### src/rtl/uart_rx_fifo_if.sv
`default_nettype none
// ============================================================================
// Module      : uart_rx_fifo_if
// Description : Bundle of the receive-FIFO signals. The receiver-side push
//               strobes, the pop request and the status clear travel toward
//               the FIFO. The head word, level flags and status counters
//               travel back out.
//               master : drives rx_data/rx_done/rx_error/rd_en/stat_clr
//               slave  : the FIFO; drives rd_data/rd_err/flags/count/status
// Revision    : 1.0 - initial release
// ============================================================================
interface uart_rx_fifo_if #(
    parameter int DATA_WIDTH = 8,
    parameter int DEPTH      = 8
);
    logic [DATA_WIDTH-1:0]      rx_data;
    logic                       rx_done;
    logic                       rx_error;
    logic                       rd_en;
    logic                       stat_clr;
    logic [DATA_WIDTH-1:0]      rd_data;
    logic                       rd_err;
    logic                       empty;
    logic                       full;
    logic                       almost_full;
    logic [$clog2(DEPTH):0]     count;
    logic                       overrun;
    logic [7:0]                 err_cnt;

    modport master (
        output rx_data, rx_done, rx_error, rd_en, stat_clr,
        input  rd_data, rd_err, empty, full, almost_full, count, overrun, err_cnt
    );

    modport slave (
        input  rx_data, rx_done, rx_error, rd_en, stat_clr,
        output rd_data, rd_err, empty, full, almost_full, count, overrun, err_cnt
    );
endinterface
`default_nettype wire

### src/rtl/uart_rx_fifo.sv
`default_nettype none
// ============================================================================
// Module      : uart_rx_fifo
// Description : First-word-fall-through receive buffer behind the UART
//               receiver. Each completed frame is stored together with an
//               error tag. A sticky overrun flag records dropped words, and a
//               saturating counter records receiver error pulses.
// Ports       : clk   - block clock
//               rst_n - asynchronous active-low reset
//               bus   - uart_rx_fifo_if.slave (push, pop, flags, status)
// Revision    : 1.0 - initial release
// ============================================================================
module uart_rx_fifo #(
    parameter int DATA_WIDTH = 8,
    parameter int DEPTH      = 8,
    parameter int AF_LEVEL   = DEPTH - 2
) (
    input  logic            clk,
    input  logic            rst_n,
    uart_rx_fifo_if.slave   bus
);
    localparam int AW = $clog2(DEPTH);
    localparam int CW = AW + 1;
    localparam logic [CW-1:0] C_DEPTH    = CW'(DEPTH);
    localparam logic [CW-1:0] C_AF_LEVEL = CW'(AF_LEVEL);
    localparam logic [CW-1:0] C_CNT_ONE  = CW'(1);
    localparam logic [AW-1:0] C_PTR_ONE  = AW'(1);

    // Each entry holds the error tag in the MSB above the payload.
    typedef logic [DATA_WIDTH:0] entry_t;

    entry_t             mem_q [DEPTH];
    entry_t             mem_d [DEPTH];
    logic [AW-1:0]      wr_ptr_q, wr_ptr_d;
    logic [AW-1:0]      rd_ptr_q, rd_ptr_d;
    logic [CW-1:0]      count_q, count_d;
    logic               err_pend_q, err_pend_d;
    logic               overrun_q, overrun_d;
    logic [7:0]         err_cnt_q, err_cnt_d;

    logic               w_empty;
    logic               w_full;
    logic               w_pop;
    logic               w_push;
    logic               w_drop;
    logic               w_tag;

    assign w_empty = (count_q == '0);
    assign w_full  = (count_q == C_DEPTH);
    assign w_pop   = bus.rd_en & ~w_empty;
    // A pop in the same cycle frees a slot, so a full FIFO still accepts.
    assign w_push  = bus.rx_done & (~w_full | w_pop);
    assign w_drop  = bus.rx_done & w_full & ~w_pop;
    // An error seen in the same cycle as rx_done belongs to this word too.
    assign w_tag   = err_pend_q | bus.rx_error;

    always_comb begin
        mem_d      = mem_q;
        wr_ptr_d   = wr_ptr_q;
        rd_ptr_d   = rd_ptr_q;
        count_d    = count_q;
        err_pend_d = err_pend_q;
        overrun_d  = overrun_q;
        err_cnt_d  = err_cnt_q;

        if (w_push) begin
            mem_d[wr_ptr_q] = {w_tag, bus.rx_data};
            wr_ptr_d        = wr_ptr_q + C_PTR_ONE;
        end
        if (w_pop) begin
            rd_ptr_d = rd_ptr_q + C_PTR_ONE;
        end
        if (w_push && !w_pop) begin
            count_d = count_q + C_CNT_ONE;
        end else if (w_pop && !w_push) begin
            count_d = count_q - C_CNT_ONE;
        end

        // The pending tag is consumed by every completed frame. This includes
        // a dropped frame, so its tag is discarded along with the word.
        if (bus.rx_done) begin
            err_pend_d = 1'b0;
        end else if (bus.rx_error) begin
            err_pend_d = 1'b1;
        end

        // Set and increment events take priority over the software clear.
        if (w_drop) begin
            overrun_d = 1'b1;
        end else if (bus.stat_clr) begin
            overrun_d = 1'b0;
        end

        if (bus.rx_error) begin
            if (bus.stat_clr) begin
                err_cnt_d = 8'd1;
            end else if (err_cnt_q != 8'hFF) begin
                err_cnt_d = err_cnt_q + 8'd1;
            end
        end else if (bus.stat_clr) begin
            err_cnt_d = 8'd0;
        end
    end

    always_ff @(posedge clk or negedge rst_n) begin
        if (!rst_n) begin
            for (int i = 0; i < DEPTH; i++) begin
                mem_q[i] <= '0;
            end
            wr_ptr_q   <= '0;
            rd_ptr_q   <= '0;
            count_q    <= '0;
            err_pend_q <= 1'b0;
            overrun_q  <= 1'b0;
            err_cnt_q  <= 8'd0;
        end else begin
            for (int i = 0; i < DEPTH; i++) begin
                mem_q[i] <= mem_d[i];
            end
            wr_ptr_q   <= wr_ptr_d;
            rd_ptr_q   <= rd_ptr_d;
            count_q    <= count_d;
            err_pend_q <= err_pend_d;
            overrun_q  <= overrun_d;
            err_cnt_q  <= err_cnt_d;
        end
    end

    // The head word falls through combinationally from the read pointer.
    assign bus.rd_data     = mem_q[rd_ptr_q][DATA_WIDTH-1:0];
    assign bus.rd_err      = mem_q[rd_ptr_q][DATA_WIDTH];
    assign bus.empty       = w_empty;
    assign bus.full        = w_full;
    assign bus.almost_full = (count_q >= C_AF_LEVEL);
    assign bus.count       = count_q;
    assign bus.overrun     = overrun_q;
    assign bus.err_cnt     = err_cnt_q;
endmodule
`default_nettype wire
### src/flat_wrapper.sv
// flat-port wrapper written by rule: the top's interface ports become plain ports
module uart_rx_fifo_flat 
#(
    parameter int DATA_WIDTH = 8,
    parameter int DEPTH      = 8,
    parameter int AF_LEVEL   = DEPTH - 2
)
  (clk, rst_n, bus_rx_data, bus_rx_done, bus_rx_error, bus_rd_en, bus_stat_clr, bus_rd_data, bus_rd_err, bus_empty, bus_full, bus_almost_full, bus_count, bus_overrun, bus_err_cnt);
  uart_rx_fifo_if #(.DATA_WIDTH(DATA_WIDTH), .DEPTH(DEPTH)) bus_i ();
  input  logic clk;
  input  logic rst_n;
  input wire logic [$bits(bus_i.rx_data)-1:0] bus_rx_data;
  input wire logic [$bits(bus_i.rx_done)-1:0] bus_rx_done;
  input wire logic [$bits(bus_i.rx_error)-1:0] bus_rx_error;
  input wire logic [$bits(bus_i.rd_en)-1:0] bus_rd_en;
  input wire logic [$bits(bus_i.stat_clr)-1:0] bus_stat_clr;
  output wire logic [$bits(bus_i.rd_data)-1:0] bus_rd_data;
  output wire logic [$bits(bus_i.rd_err)-1:0] bus_rd_err;
  output wire logic [$bits(bus_i.empty)-1:0] bus_empty;
  output wire logic [$bits(bus_i.full)-1:0] bus_full;
  output wire logic [$bits(bus_i.almost_full)-1:0] bus_almost_full;
  output wire logic [$bits(bus_i.count)-1:0] bus_count;
  output wire logic [$bits(bus_i.overrun)-1:0] bus_overrun;
  output wire logic [$bits(bus_i.err_cnt)-1:0] bus_err_cnt;
  assign bus_i.rx_data = bus_rx_data;
  assign bus_i.rx_done = bus_rx_done;
  assign bus_i.rx_error = bus_rx_error;
  assign bus_i.rd_en = bus_rd_en;
  assign bus_i.stat_clr = bus_stat_clr;
  assign bus_rd_data = bus_i.rd_data;
  assign bus_rd_err = bus_i.rd_err;
  assign bus_empty = bus_i.empty;
  assign bus_full = bus_i.full;
  assign bus_almost_full = bus_i.almost_full;
  assign bus_count = bus_i.count;
  assign bus_overrun = bus_i.overrun;
  assign bus_err_cnt = bus_i.err_cnt;
  uart_rx_fifo #(.DATA_WIDTH(DATA_WIDTH), .DEPTH(DEPTH), .AF_LEVEL(AF_LEVEL)) u_core (.clk(clk), .rst_n(rst_n), .bus(bus_i));
endmodule
### config.mk
export PLATFORM = sky130hd
export DESIGN_NAME = uart_rx_fifo_flat
export DESIGN_NICKNAME = d
export VERILOG_FILES = /design/src/rtl/uart_rx_fifo_if.sv /design/src/rtl/uart_rx_fifo.sv /design/src/flat_wrapper.sv
export SDC_FILE = /design/constraint.sdc
export NUM_CORES = 1
export LEC_CHECK = 0
export CAP_MARGIN = 0
export CORE_AREA = 4 4 92 94
export DETAILED_ROUTE_END_ITERATION = 10
export DIE_AREA = 0 0 96 98
export MAX_ROUTING_LAYER = met4
export PLACE_DENSITY = 0.92
export SLEW_MARGIN = 25
export SYNTH_ARGS = -nofsm -noshare
export SYNTH_HDL_FRONTEND = slang
export SYNTH_SLANG_ARGS = --single-unit
export TNS_END_PERCENT = 20
### constraint.sdc
create_clock -name clk -period 4.6 [get_ports clk]
set_clock_uncertainty 0.05 [all_clocks]
set_input_delay 0.69 -clock clk [delete_from_list [all_inputs] [get_ports clk]]
set_output_delay 0.69 -clock clk [all_outputs]
set_load 0.01 [all_outputs]
Word level (Yosys, flattened, before mapping)
Index checks and enable logic that the tools add are counted.
{"block": "op_classes", "n_eq_ne": 2, "reduce_logical": 12, "n_lt_le_gt_ge": 4, "n_mul": 0, "add_sub_neg": 5, "n_bitwise": 11, "n_div": 0, "muxes": 16, "shift": 0}
{"op": "72-bit bitwise mux", "n": 1}
{"op": "8-bit 2-to-1 mux", "n": 4}
{"op": "9-bit binary-select mux with 3-bit select", "n": 1}
{"op": "9-bit demux with 3-bit select", "n": 1}
{"op": "9-bit 2-to-1 mux", "n": 3}
{"op": "2-bit nonzero test", "n": 5}
{"op": "8-bit by 1-bit adder with 8-bit output (second input constant)", "n": 1}
{"op": "4-bit >= comparator (second input constant)", "n": 2}
{"op": "4-bit 2-to-1 mux", "n": 2}
{"op": "8-bit != test (second input constant)", "n": 1}
{"op": "3-bit NOT with 4-bit output", "n": 2}
{"op": "3-bit by 1-bit adder with 3-bit output (second input constant)", "n": 2}
{"op": "4-bit by 1-bit adder with 4-bit output (second input constant)", "n": 1}
{"op": "1-bit AND", "n": 4}
{"op": "4-bit == test (second input constant)", "n": 1}
{"op": "4-bit by 3-bit >= comparator with 1-bit output (second input constant)", "n": 1}
{"op": "4-bit zero test", "n": 1}
{"op": "4-bit by 1-bit less-than comparator with 1-bit output (second input constant)", "n": 1}
{"op": "1-bit 2-to-1 mux", "n": 4}
{"op": "4-bit by 1-bit subtractor with 4-bit output (second input constant)", "n": 1}
{"op": "1-bit logical AND", "n": 3}
{"op": "1-bit NOT", "n": 3}
{"op": "1-bit zero test", "n": 2}
{"op": "1-bit OR", "n": 2}
{"op": "2-bit AND reduction", "n": 1}
{"block": "totals", "elab_cells": 64, "latch_bits": 0, "mem_count": 0, "mem_bits_rw": 0, "rom_bits": 0, "reg_bits": 92, "out_inout_bits": 25}

Longest topological paths before layout
{"block": "depth", "word_depth": 9, "mapped_depth": 11}

Least setup slack after synthesis
Ideal clock, no wire load.
{"block": "synth_path", "kind": "register to register", "start": "register u_core.count_q[0], in the netlist u_core.bus.count[0]", "end": "register u_core.count_q[3], in the netlist u_core.bus.count[3]", "stages_incl_launch_ff": 12, "setup_time_ns": 0.131, "arrival_ns": 2.916, "t_required_ns": 4.419, "path_slack_ns": 1.503, "cell_sequence": "dfrtp_1 or4b_1 buf_2 buf_8 o21ai_1 inv_1 ha_1 inv_1 ha_1 or4_1 o211ai_1 o211ai_1"}
{"block": "synth_via", "elab_chain_len": 8, "word_cells_on_any_way": 16, "classes_between": "2 x add/sub; 1 x eq/ne; 2 x mux; 5 x bitwise; 6 x reduce/logical"}
{"element": "from (decl)", "line_no": "uart_rx_fifo.sv:36", "source": "logic [CW-1:0] count_q, count_d;"}
{"element": "from (signal assigned)", "line_no": "uart_rx_fifo.sv:122", "source": "count_q <= count_d;"}
{"element": "4-bit zero test", "line_no": "uart_rx_fifo.sv:48", "source": "assign w_empty = (count_q == '0);"}
{"element": "1-bit NOT", "line_no": "uart_rx_fifo.sv:50", "source": "assign w_pop = bus.rd_en & ~w_empty;"}
{"element": "1-bit AND", "line_no": "uart_rx_fifo.sv:50"}
{"element": "1-bit OR *", "line_no": "uart_rx_fifo.sv:52", "source": "assign w_push = bus.rx_done & (~w_full | w_pop);"}
{"element": "1-bit AND *", "line_no": "uart_rx_fifo.sv:52"}
{"element": "via u_core.w_push", "line_no": "uart_rx_fifo.sv:44", "source": "logic w_push;"}
{"element": "1-bit zero test", "line_no": "uart_rx_fifo.sv:75", "source": "end else if (w_pop && !w_push) begin"}
{"element": "1-bit logical AND", "line_no": "uart_rx_fifo.sv:75"}
{"element": "2-bit nonzero test (no source line)"}
The timed path passes the listed nets; every way through them passes the cells marked *. The select of a mux whose other input is x is not followed.
A chain may end at the register's enable or synchronous reset.

Worst setup path after layout
Same ends and word-level chain as after synthesis.

==> impl_metrics.toml <==
[timing]
timing.final.max_slew_violations = 0
max_freq_mhz = 281.7
setup-violations-final = 0
finalCritPeriodShare_pct = 77.17
worst_pin_slew_ns = 1.074
hold_violations = 0
min_period_ns = 3.550
worst_slack_ns = 1.050
setup-tns-final_ns = 0
relSlewSlack_pct = 28.37
rsz0062_at_grt = "no"

[clock_network]
cts_buffers = 9
cts_setup_buffers = 0
cts-root-buf = "clkbuf_8"
htree_levels = 3
cts_tree = "yes"
path_clk_slew_ns = 0.09
clockBufferDepth = 2
holdBufCountCts = 0
ctsResizeCount = 0
cts.sinks = 92
clkLatencyLatePin_ns = 0.36

[critical_path]
required_ns = 4.79
worstPathMaxFanout = 12
path_cells = "or4b_1 > o21ai_1 > inv_1 > ha_1 > inv_1 > ha_1 > or4_1 > o211ai_1 > o211ai_1"
slowest_delay_ns = 0.91
end_kind = "flop"
cp_slowest_cell = "or4b_1"
startpoint_type = "flop"
crit_arrival_ns = 3.74
crit_type = "flop to flop"

[place]
pre_cts_slack_ns = 1.085
dpl.hpwl_um = 5744
place_inst = 433
gp_congestion = 0.8512
io_buffers = 38

[layout]
drive_above_1_share_pct = 36.60
area_delta_synth_final_pct = 14.49
nFillCells = 499
instances_no_fill = 449
layout.nets = 363
n_antenna_cell = 0

[grt]
antenna_found_initial = 0
grt_usage_pct = 22.00
grt-ovfl-total = 0
grt_max_degree = 57
grt_pass1_vias = 2946
grt_pass1_wl_um = 15120

[pwr]
worst_ir_drop_vdd_v = 0.0003399
power_leakage_uw = 0.002077
power_density_nw_per_um2 = 699.6

[flow_run]
cap_violations = 0

[floorplan]
start_util_pct = 58.93
rows = 32
core_area_um2 = 7647
pin_count = 39
die_h_um = 98
die_area_um2 = 9408
die_w_um = 96

[routing]
routed_wl_um = 9022
via_per_inst = 6.111
ant_nets = 0
dr.first_iter.drc_count = 157
drcViolationCount = 0
first_pass_iters = 4
routedWlPerCell_um = 20.09
num_vias = 2744

[yosys]
yosysWarnings = 0
postSynthCellCount = 307
syn_nets = 328
ys_async_sr_fraction_pct = 100.0
ys_seq_area_share_pct = 51.08
postSynthAreaPerCell_um2 = 14.68
ys.flop_type = "dfrtp_1"
syn_area_um2 = 4507
synth_edf_count = 0
synth.distinct_cells = 48
ys_ff_latch = 92

[min_path]
worstHoldPathType = "input port to asynchronous set/reset pin"

[status]
status = "finished, final reports clean"
## through the flow
| stage | utilization [%] | hold slack, ns | cell area [um^2] | power (uW) |
|---|---|---|---|---|
| finish | 67.47 | 0.3176 | 5160 | 3610 |
| global route | 67.47 | 0.3547 | 5160 | 3816 |
| CTS | 67.47 | 0.3361 | 5160 | 3623 |
| detailed placement | 64.77 | 0.4286 | 4954 | 3049 |
| global placement | 64.77 | 0.4198 | 4954 | 2940 |
| floorplan | - | 0.3444 | 4507 | 2499 |
## where the power goes
| part | total, uW | internal (uW) | switching (uW) |
|---|---|---|---|
| Sequential | 1500 | 1180 | 323 |
| Combinational | 1550 | 977 | 575 |
| Clock | 557 | 259 | 298 |
| Total | 3610 | 2410 | 1200 |
## layer usage
layer	up-vias	track usage [%]	routed length, um
met3	16	3.544	213
met1	1440	27.82	3930
met2	51	34.94	4690
met4	0	9.409	188
met5	-	-	0
li1	1237	-	-
## worst paths after layout
| kind | slack, ns | startpoint | to | cells past startpoint |
|---|---|---|---|---|
| max | 1.05 | u_core.bus.count[0]$_DFFE_PN0P_ | u_core.bus.count[3]$_DFFE_PN0P_ | 9 |
| min | 0.32 | rst_n | u_core.bus.count[2]$_DFFE_PN0P_ | 1 |
| max reg2reg | 1.05 | u_core.bus.count[0]$_DFFE_PN0P_ | u_core.bus.count[3]$_DFFE_PN0P_ | 9 |
| min reg2reg | 0.45 | u_core.mem_q[62]$_DFFE_PN0P_ | u_core.mem_q[62]$_DFFE_PN0P_ | 1 |
| max in group asynchronous | 3.25 | rst_n | u_core.mem_q[15]$_DFFE_PN0P_ | 2 |
| min in group clk | 0.45 | u_core.mem_q[62]$_DFFE_PN0P_ | u_core.mem_q[62]$_DFFE_PN0P_ | 1 |
## cell families (layout without fill, tap and decap cells)
| group | Yosys count | count (layout) | share of synthesized area, % |
|---|---|---|---|
| and+or+nand+nor | 42 | 42 | 5.497 |
| buffers and inverters | 24 | 64 | 2.387 |
| DFF | 92 | 92 | 51.08 |
| adders and majority gates | 7 | 7 | 2.110 |
| xor gates and xnor gates | 6 | 6 | 1.166 |
| AOI/OAI and AO/OA | 32 | 32 | 7.329 |
| muxes | 104 | 104 | 30.43 |
## cell usage after synthesis, drive strengths merged (2+ instances only)
library cell  count  area, um^2
mux2i             2       20.02
o2111ai           4       82.58
nand3             3       15.01
mux2             84       945.9
dfrtp            92        2302
buf               8       47.54
xnor2             5       43.79
a21oi             5       25.02
and4              4       35.03
a31oi             3       18.77
nor4              3       18.77
o21ai             3       26.27
nor3              4       20.02
o211ai            6       86.33
clkbuf            9       33.78
ha                6       75.07
nor2              4       15.01
nor2b             3       18.77
mux4             18       405.4
inv               7       26.28
a211oi            3       22.52
nand2b            4       25.02
and2              2       12.51
nand4             3       18.77
nand2             6       22.52
## flip-flops by register name, indices dropped and copies added, names as in the netlist
name and count:
u_core.bus.overrun 1, u_core.rd_ptr_q 3, u_core.bus.count 4, u_core.bus.err_cnt 8
u_core.err_pend_q 1, u_core.mem_q 72, u_core.wr_ptr_q 3
## worst max-delay path: cells and delay by family (launching register included)
kind	cells	cell delay, ns
compound gates	3	0.61
flops	1	0.48
fa+ha+maj	2	0.60
buf+inv	2	0.25
simple gates	2	1.43
## cell usage in the layout, fill, tap and decap left out, types with 2 or more instances in the layout
cell type        count
dfrtp_1             92
mux2_2              80
clkdlybuf4s50_1     37
mux4_2              18
clkbuf_8             9
inv_1                7
nand2_1              6
ha_1                 6
a21oi_1              5
xnor2_1              5
and4_1               4
nor3_1               4
nor2_1               4
nand2b_1             4
mux2_1               4
buf_4                4
nor4_1               3
nand4_1              3
a31oi_1              3
a211oi_1             3
nand3_1              3
nor2b_1              3
o211ai_1             3
o211ai_4             3
and2_1               2
mux2i_1              2
o2111ai_4            2
o2111ai_2            2
inv_6                2
clkinvlp_4           2
## area by class of cell
class	instances	area (um^2)	area share, %
well taps	102	127.6	2.473
clock buffers	9	123.9	2.401
inverters	7	26.28	0.5092
clock inverters	7	82.58	1.600
multi-input cells	191	2097	40.64
repair buffers	41	400.4	7.759
flip-flops and latches	92	2302	44.62
Power figures use the tool's default switching activity.
